`src/rtl/pitch_pkg.sv`:
```
// Shared types, defaults and helper functions for the pitch tracker.
// Optional smoothing is enabled with PITCH_SMOOTH_EN (see pitch_tracker.sv).
package pitch_pkg;

    typedef enum logic [1:0] {FILL, START, SCAN, UPDATE} state_t;

    localparam int DEF_SAMPLE_W       = 12;
    localparam int DEF_KEEP_BITS      = 8;
    localparam int DEF_DATA_W         = 16;
    localparam int DEF_FFT_N          = 64;
    localparam int DEF_MAG_W          = 32;
    localparam int DEF_DECIM          = 50000;
    localparam int DEF_MIN_BIN        = 1;
    localparam int DEF_MIN_MAG        = 1024;
    localparam int DEF_HEIGHT_W       = 10;
    localparam int DEF_HEIGHT_SCALE   = 5;
    localparam int DEF_HEIGHT_OFFSET  = 16;
    localparam int DEF_HEIGHT_DEFAULT = 50;

    // Keep the top keep_bits of the sample, left-justified in data_w.
    function automatic logic [63:0] format_sample(
        input logic [63:0] mic,
        input int          sample_w,
        input int          keep_bits,
        input int          data_w
    );
        logic [63:0] kept;
        kept = (mic >> (sample_w - keep_bits)) &
               ((64'd1 << keep_bits) - 64'd1);
        return kept << (data_w - keep_bits);
    endfunction

    // Height for a bin, computed at hw+8 bits and saturated to hw bits.
    function automatic logic [31:0] bin_to_height(
        input logic [31:0] k,
        input logic        silent,
        input int          hw,
        input int          scale,
        input int          offset,
        input int          dflt
    );
        logic [63:0] t;
        logic [63:0] top;
        t   = silent ? 64'(dflt) : 64'(offset) + 64'(scale) * 64'(k);
        t   = t & ((64'd1 << (hw + 8)) - 64'd1);
        top = (64'd1 << hw) - 64'd1;
        return 32'((t > top) ? top : t);
    endfunction

endpackage

```
`src/rtl/pitch_argmax.sv`:
```
// Serial strict-greater argmax over a bin stream.
// Bins below win_start are skipped; ties keep the lowest index.
module pitch_argmax
    import pitch_pkg::*;
#(
    parameter int N     = DEF_FFT_N,
    parameter int MAG_W = DEF_MAG_W,
    parameter int K_W   = $clog2(DEF_FFT_N)
) (
    input  logic             clk,
    input  logic             reset,
    input  logic             clear,
    input  logic             valid,
    input  logic             last,
    input  logic [K_W-1:0]   win_start,
    input  logic [MAG_W-1:0] mag,
    output logic [K_W-1:0]   best_k,
    output logic [MAG_W-1:0] best_mag,
    output logic             done
);

    logic [K_W-1:0] k;

    assign done = valid && (last || k == K_W'(N - 1));

    always_ff @(posedge clk) begin
        if (reset || clear) begin
            k        <= '0;
            best_k   <= '0;
            best_mag <= '0;
        end else if (valid) begin
            if (k >= win_start && mag > best_mag) begin
                best_k   <= k;
                best_mag <= mag;
            end
            k <= k + K_W'(1);
        end
    end

endmodule

```
`src/rtl/pitch_tracker.sv`:
```
// Mic decimation, FFT frame capture, bin argmax and height mapping.
// Define PITCH_SMOOTH_EN to average each new height with the previous one.
module pitch_tracker
    import pitch_pkg::*;
#(
    parameter int SAMPLE_W       = DEF_SAMPLE_W,
    parameter int KEEP_BITS      = DEF_KEEP_BITS,
    parameter int DATA_W         = DEF_DATA_W,
    parameter int FFT_N          = DEF_FFT_N,
    parameter int MAG_W          = DEF_MAG_W,
    parameter int DECIM          = DEF_DECIM,
    parameter int MIN_BIN        = DEF_MIN_BIN,
    parameter int MIN_MAG        = DEF_MIN_MAG,
    parameter int HEIGHT_W       = DEF_HEIGHT_W,
    parameter int HEIGHT_SCALE   = DEF_HEIGHT_SCALE,
    parameter int HEIGHT_OFFSET  = DEF_HEIGHT_OFFSET,
    parameter int HEIGHT_DEFAULT = DEF_HEIGHT_DEFAULT
) (
    input  logic                    clk,
    input  logic                    reset,
    input  logic [SAMPLE_W-1:0]     mic_data,
    output logic [FFT_N*DATA_W-1:0] fft_frame,
    output logic                    fft_start,
    input  logic                    bin_valid,
    input  logic [MAG_W-1:0]        bin_mag,
    input  logic                    bin_last,
    output logic [HEIGHT_W-1:0]     height,
    output logic                    height_valid,
    output logic                    busy,
    output logic                    overrun
);

    localparam int K_W     = $clog2(FFT_N);
    localparam int CNT_W   = $clog2(FFT_N + 1);
    localparam int T_W     = $clog2(DECIM);
    localparam int FRAME_W = FFT_N * DATA_W;

    localparam logic [HEIGHT_W-1:0] H_RST = HEIGHT_W'(bin_to_height(
        32'd0, 1'b1, HEIGHT_W, HEIGHT_SCALE, HEIGHT_OFFSET, HEIGHT_DEFAULT));

    state_t               state;
    state_t               state_d;
    logic [T_W-1:0]       tick_cnt;
    logic                 tick;
    logic [DATA_W-1:0]    sample;
    logic [FRAME_W-1:0]   shift_q;
    logic [FRAME_W-1:0]   shift_next;
    logic [CNT_W-1:0]     new_cnt;
    logic [CNT_W-1:0]     cnt_inc;
    logic                 full;
    logic [K_W-1:0]       best_k;
    logic [MAG_W-1:0]     best_mag;
    logic                 scan_done;
    logic                 silent;
    logic [HEIGHT_W-1:0]  target;
    logic [HEIGHT_W-1:0]  height_d;

    assign tick   = tick_cnt == T_W'(DECIM - 1);
    assign sample = DATA_W'(format_sample(
        64'(mic_data), SAMPLE_W, KEEP_BITS, DATA_W));

    assign shift_next = tick ? {shift_q[FRAME_W-DATA_W-1:0], sample}
                             : shift_q;
    assign full    = new_cnt == CNT_W'(FFT_N);
    assign cnt_inc = (tick && !full) ? new_cnt + CNT_W'(1) : new_cnt;

    assign fft_start = state == START;
    assign busy      = state != FILL;

    pitch_argmax #(
        .N     (FFT_N),
        .MAG_W (MAG_W),
        .K_W   (K_W)
    ) u_argmax (
        .clk       (clk),
        .reset     (reset),
        .clear     (state == START),
        .valid     (bin_valid && state == SCAN),
        .last      (bin_last),
        .win_start (K_W'(MIN_BIN)),
        .mag       (bin_mag),
        .best_k    (best_k),
        .best_mag  (best_mag),
        .done      (scan_done)
    );

    assign silent = best_mag < MAG_W'(MIN_MAG);
    assign target = HEIGHT_W'(bin_to_height(32'(best_k), silent, HEIGHT_W,
        HEIGHT_SCALE, HEIGHT_OFFSET, HEIGHT_DEFAULT));

`ifdef PITCH_SMOOTH_EN
    logic [HEIGHT_W:0] sum;
    assign sum      = {1'b0, height} + {1'b0, target};
    assign height_d = HEIGHT_W'(sum >> 1);
`else
    assign height_d = target;
`endif

    always_ff @(posedge clk) begin
        if (reset) begin
            state <= FILL;
        end else begin
            state <= state_d;
        end
    end

    always_comb begin
        state_d = state;
        unique case (state)
            FILL:    if (full) state_d = START;
            START:   state_d = SCAN;
            SCAN:    if (scan_done) state_d = UPDATE;
            UPDATE:  state_d = FILL;
            default: state_d = FILL;
        endcase
    end

    always_ff @(posedge clk) begin
        if (reset) begin
            tick_cnt     <= '0;
            shift_q      <= '0;
            new_cnt      <= '0;
            fft_frame    <= '0;
            height       <= H_RST;
            height_valid <= 1'b0;
            overrun      <= 1'b0;
        end else begin
            tick_cnt     <= tick ? '0 : tick_cnt + T_W'(1);
            shift_q      <= shift_next;
            height_valid <= 1'b0;
            // A sample arriving with the snapshot is kept and counted.
            if (state == FILL && full) begin
                fft_frame <= shift_next;
                new_cnt   <= tick ? CNT_W'(1) : '0;
            end else begin
                new_cnt <= cnt_inc;
            end
            if (state != FILL && full) begin
                overrun <= 1'b1;
            end
            if (state == UPDATE) begin
                height       <= height_d;
                height_valid <= 1'b1;
            end
        end
    end

endmodule

```
`config.mk`:
```
export PLATFORM = sky130hd
export DESIGN_NAME = pitch_tracker
export DESIGN_NICKNAME = d
export VERILOG_FILES = /design/src/rtl/pitch_pkg.sv /design/src/rtl/pitch_argmax.sv /design/src/rtl/pitch_tracker.sv
export SDC_FILE = /design/constraint.sdc
export NUM_CORES = 2
export LEC_CHECK = 0
export ABC_AREA = 1
export BUFFER_PORTS_ARGS = -buffer_cell sky130_fd_sc_hd__buf_4
export CORE_AREA = 2 2 428 430
export CTS_BUF_LIST = sky130_fd_sc_hd__clkbuf_8
export DETAILED_ROUTE_END_ITERATION = 7
export DIE_AREA = 0 0 430 432
export PLACE_DENSITY = 0.62
export SLEW_MARGIN = 20
export SYNTH_ARGS = -nofsm -noshare
export SYNTH_HDL_FRONTEND = slang
export SYNTH_SLANG_ARGS = --single-unit
```
`constraint.sdc`:
```
create_clock -name clk -period 6.15 [get_ports clk]
set_clock_uncertainty 0.15 [all_clocks]
set_input_delay 1.23 -clock clk [delete_from_list [all_inputs] [get_ports clk]]
set_output_delay 1.23 -clock clk [all_outputs]
set_load 0.005 [all_outputs]
```
**Yosys cells after proc, flatten, opt, wreduce, memory -nomap -nowiden**

Index checks and enable logic that the tools add are counted.

- Register bits: 2129
- Input port bits: 48
- Output and inout bits: 1038
- Logic and storage cells: 53

- Add/sub/neg operators: 4
- $mul: 1
- Order comparisons: 4
- Eq/ne operators: 8
- Muxes and demuxes: 10
- Reductions and logical operators: 15

Operators by type and width:

| cell | count |
|---|---|
| 2-to-1 mux 1024 bit | 1 |
| > comparator 32 bit | 1 |
| < comparator 32 x 11 -> 1 bit (second input constant) | 1 |
| 2-to-1 mux 10 bit | 2 |
| adder 16 x 1 -> 16 bit (second input constant) | 1 |
| == test 16 bit (second input constant) | 1 |
| 2-to-1 mux 7 bit | 2 |
| adder 5 x 9 -> 10 bit (first input constant) | 1 |
| > comparator 10 bit (second input constant) | 1 |
| multiplier 3 x 6 -> 9 bit (first input constant) | 1 |
| one-hot mux 2 bit (4 select lines) | 1 |
| adder 7 x 1 -> 7 bit (second input constant) | 1 |
| == test 7 bit (second input constant) | 1 |
| adder 6 x 1 -> 6 bit (second input constant) | 1 |
| == test 6 bit (second input constant) | 1 |
| >= comparator 6 x 1 -> 1 bit (second input constant) | 1 |
| logical AND 1 bit | 6 |
| == test 2 bit (second input constant) | 2 |
| 2-to-1 mux 2 bit | 2 |
| != test 2 bit (second input constant) | 2 |
| AND reduction 2 bit | 2 |
| nonzero test 2 bit | 2 |
| == test 2 x 1 -> 1 bit (second input constant) | 1 |
| zero test 2 bit | 1 |
| 4 further kinds | 6 |

**Longest topological paths before layout**

- Depth after elaboration: 5
- Depth in mapped cells: 17
- Gate-level depth less buffers: 17

**Cells and area by module**

A second synthesis with hierarchy kept.

- Cells, all modules: 10654
- Area, all modules: 80109.3 µm²

By module, submodules not included:

| module | instances | cells each | area each (µm²) | seq. area each (µm²) |
|---|---|---|---|---|
| pitch_tracker | 1 | 10164 | 77000.1 | 41720.0 |
| pitch_argmax | 1 | 490 | 3109.2 | 880.8 |

**Least setup slack after synthesis**

No wires, ideal clock.

- Kind: input port to flip-flop
- Start: in bin_mag[31]
- End: reg u_argmax.best_mag[10]
- Arrival time: 2.632 ns
- Required time: 5.885 ns
- Path slack: 3.253 ns
- Stages on the path: 10
- Cell sequence: ha_1 > nand2_1 > nor3_1 > nand3_1 > nor2_1 > nor2_1 > clkbuf_1 > buf_2 > a21oi_1 > nor2_1

- Cells in the longest elaborated chain, start to end: 3

Ends and longest elaborated chain:

| element | RTL line | text |
|---|---|---|
| from (decl) | pitch_tracker.sv:25 | `input logic [MAG_W-1:0] bin_mag,` |
| > comparator 32 bit | pitch_argmax.sv:32 | `if (k >= win_start && mag > best_mag) begin` |
| logical AND 1 bit | pitch_argmax.sv:32 |  |
| AND reduction 2 bit (no source line) | - |  |
| to (signal assigned) | pitch_argmax.sv:34 | `best_mag <= mag;` |
| to (decl) | pitch_argmax.sv:18 | `output logic [MAG_W-1:0] best_mag,` |

Every way passes these cells.
A chain may end at the register's enable or synchronous reset.

**Worst setup path in the final report**

- Start: reg tick_cnt[14]
- End: reg fft_frame[950]

- Cells in the longest elaborated chain, start to end: 2

Ends and longest elaborated chain:

| element | RTL line | text |
|---|---|---|
| from (decl) | pitch_tracker.sv:43 | `logic [T_W-1:0] tick_cnt;` |
| from (signal assigned) | pitch_tracker.sv:128 | `tick_cnt <= tick ? '0 : tick_cnt + T_W'(1);` |
| == test 16 bit | pitch_tracker.sv:58 | `assign tick = tick_cnt == T_W'(DECIM - 1);` |
| 2-to-1 mux 1024 bit | pitch_tracker.sv:62 | `assign shift_next = tick ? {shift_q[FRAME_W-DATA_W-1:0], sample}` |
| to (signal assigned) | pitch_tracker.sv:133 | `fft_frame <= shift_next;` |
| to (decl) | pitch_tracker.sv:22 | `output logic [FFT_N*DATA_W-1:0] fft_frame,` |

Every way passes these cells.

==> run summary <==
Worst R2R Path Depth = 9
post-route ant nets = 0
crit path buf inv count = 2
Post-Syn Instances = 10400
kind of cell adding the most delay to the critical path = buffers and inverters
part of the cycle the worst path needs = 67.8%
fillcell total = 18000
cts repair resizes = 0
Pleak = 50.1 nW
clock sinks = 2128
Max Cap Viol = 0
wire per inst = 17.8 µm
antenna violations before repair = 1
TritonCTS clock tree = done
Post-CTS Setup Repair Bufs = 0
chip width = 430 µm
clock buffer count from CTS = 366
R2R setup slack = 1.98 ns
synthesized area per cell = 7.33 µm²
clock slew at reported path FFs = 0.06 ns
Die H = 432 µm
Root Driver = clkbuf_8
final setup fails = 0
worst reg2reg path endpoint = fft_frame[950]
DRC = 0
area grow syn2layout = 21.4%
DRT Wirelength = 248000 µm
Worst path slowest cell = inv_8
Cell Count Post-Placement = 13300
first-pass GRT wire length = 369000 µm
GRT overflow = 0
clock latency on the worst-skew pair = 1.08 ns
Max Slew Vio Count = 0
final core utilization = 51.0%
cts hold-fix bufs = 0
worst slew pin tran = 1.25 ns
fraction of registers with async set/reset = 0%
CTS max path bufs = 4
fin worst setup slack = 1.98 ns
Slew headroom = 16.9%
CP dominant cell by count = nand2_1
worst r2r src = tick_cnt[14]
sum of negative setup slack = 0 ns
register area share after synthesis = 55.8%
largest stage delay on the critical path = 1.00 ns
DP Area = 0.0855 mm²
Core Rows = 157
via count = 66600
Layout Cells excl Fill = 14000
Post-synth EDFFs = 0
dpl ws = 1.82 ns
hold path depth = 1
design area = 0.0926 mm²
WS Path Type = reg2reg
# IOs = 1086
Routability Congestion = 0.904
core area = 0.182 mm²
H-tree depth = 5
crit path max fanout = 147
run status = completed
HPWL after DPL = 168000 µm
Final Hold Viols = 0
Initial DRC Count = 4834
WHS = 0.298 ns
post-route minimum period = 4.17 ns
Worst Hold Launch = tick_cnt[0]
Cell Area, Synth = 0.0763 mm²
Port-buffer cells = 1080
#FFs+latches synth = 2128
Overall Global Routing Usage = 25.6%
Hold Crit Class = reg2reg
Die Area = 0.186 mm²
WP data arrival = 4.97 ns
RSZ-0062 raised after global routing = no
Top FF cell, synth = dfxtp_1
nets@finish = 11400
Power Total = 26.8 mW
crit start category = flop
maximum vdd drop = 0.000247 V
Synth Warn # = 0
Synth cell types = 32
max frequency = 240 MHz
Required @ worst endpoint = 6.95 ns
largest net degree at the start of global routing = 226
CP cell instances = nand4_1, nor4_2, nand2_8, inv_8, buf_4, nand2_1, nand2_1, nand2_1, a21oi_1
vias in the first global route = 61900
power density cells = 289 mW/mm²
Net Count, Synth = 10500
Initial Util = 42.0%
crit end category = flop
first drt pass iteration count = 6
fraction of layout instances using a drive strength above 1 = 14.3%
drt via density = 4.77
WHS Endpoint = tick_cnt[0]
==> how the worst max path moves through the flow <==
stage                            start                     to  slack, ns  cells past startpoint
final                     tick_cnt[14]         fft_frame[950]       1.98                      9
after global routing       tick_cnt[0]         fft_frame[289]       1.62                     12
after CTS                 tick_cnt[14]         fft_frame[289]       1.90                      9
after global placement           reset         fft_frame[592]       1.83                      6
after floorplan            bin_mag[31]  u_argmax.best_mag[10]       3.25                     10
after detailed placement         reset         fft_frame[592]       1.82                      6
==> cells in the final DEF, fill, tap and decap left out, types with 3 or more instances in the layout <==
cell        netlist  final
a21oi_1        1096   1096
a31oi_1           4      4
buf_12            0     21
buf_4            23   1112
bufinv_16         0      3
clkbuf_8          0    459
clkinv_2          0     30
clkinvlp_4        0     12
dfxtp_1        2128   2128
ha_1             52     52
inv_1          1102   1219
inv_2             6      4
inv_8             0      4
nand2_1        4194   4193
nand3_1          30     30
nand3b_1         27     27
nand4_1          11     11
nor2_1         1113   1111
nor3_1           12     12
nor4_1            4      4
o21a_1            4      4
o21ai_0          15     15
xnor2_1           3      3
xor2_1            7      7
==> area by class of cell <==
cell class	count	area, µm²	share of cell area [%]
inverters	1109	4190	4.52
clock inverters	163	781	0.843
well taps	2385	2980	3.22
repair buffers	1136	8830	9.54
clock buffers	459	6320	6.82
multi-input cells	6585	26900	29.1
flip-flops and latches	2128	42600	46.0
diodes	1	2.50	0.00270
==> flip-flops by register name, indices dropped and copies added (netlist names) <==
signal,cells
u_argmax.best_mag,32
tick_cnt,16
fft_frame,1024
height_valid,1
u_argmax.best_k,6
shift_q,1024
overrun,1
u_argmax.k,6
state,2
height,9
new_cnt,7
==> metal layers <==
metal / vias up / track usage, % / wire, µm
met5: - / 0 / 0
met4: 0 / 14.1 / 14100
li1: 33400 / - / -
met1: 30900 / 29.8 / 98000
met2: 1864 / 42.5 / 118000
met3: 469 / 7.27 / 18300
==> cells in the mapped netlist (4+ instances only) <==
cell type,count,share of area [%]
nor4_1,4,0.033
buf_4,23,0.23
buf_1,10,0.049
nand4_1,11,0.090
nand3b_1,27,0.27
nor3_1,12,0.079
nand3_1,30,0.20
a21oi_1,1096,7.2
dfxtp_1,2128,56
nand2_1,4194,21
o21ai_0,15,0.098
a31oi_1,4,0.033
xor2_1,7,0.080
clkbuf_1,293,1.4
ha_1,52,0.85
nor2_1,1113,5.5
o21a_1,4,0.039
inv_1,1102,5.4
buf_2,258,1.7
inv_2,6,0.030
==> power breakdown <==
part           switching, mW  internal (mW)  total (mW)
clock                   5.68           6.79        12.5
combinational          0.388          0.113       0.500
sequential            0.0127           13.8        13.8
==> kinds of logic (layout without fill, tap and decap cells) <==
| logic type | after synthesis | count (layout) | share of synthesized area, % |
|---|---|---|---|
| AO/OA/AOI/OAI | 1123 | 1123 | 7.40 |
| XOR/XNOR | 10 | 10 | 0.115 |
| adder cells (fa/ha/maj) | 54 | 54 | 0.905 |
| buffers and inverters | 1696 | 2867 | 8.91 |
| flip-flops | 2128 | 2128 | 55.8 |
| other | 1 | 2 | 0.00492 |
| AND/OR/NAND/NOR | 5397 | 5397 | 26.8 |
Power figures use the tool's default switching activity.
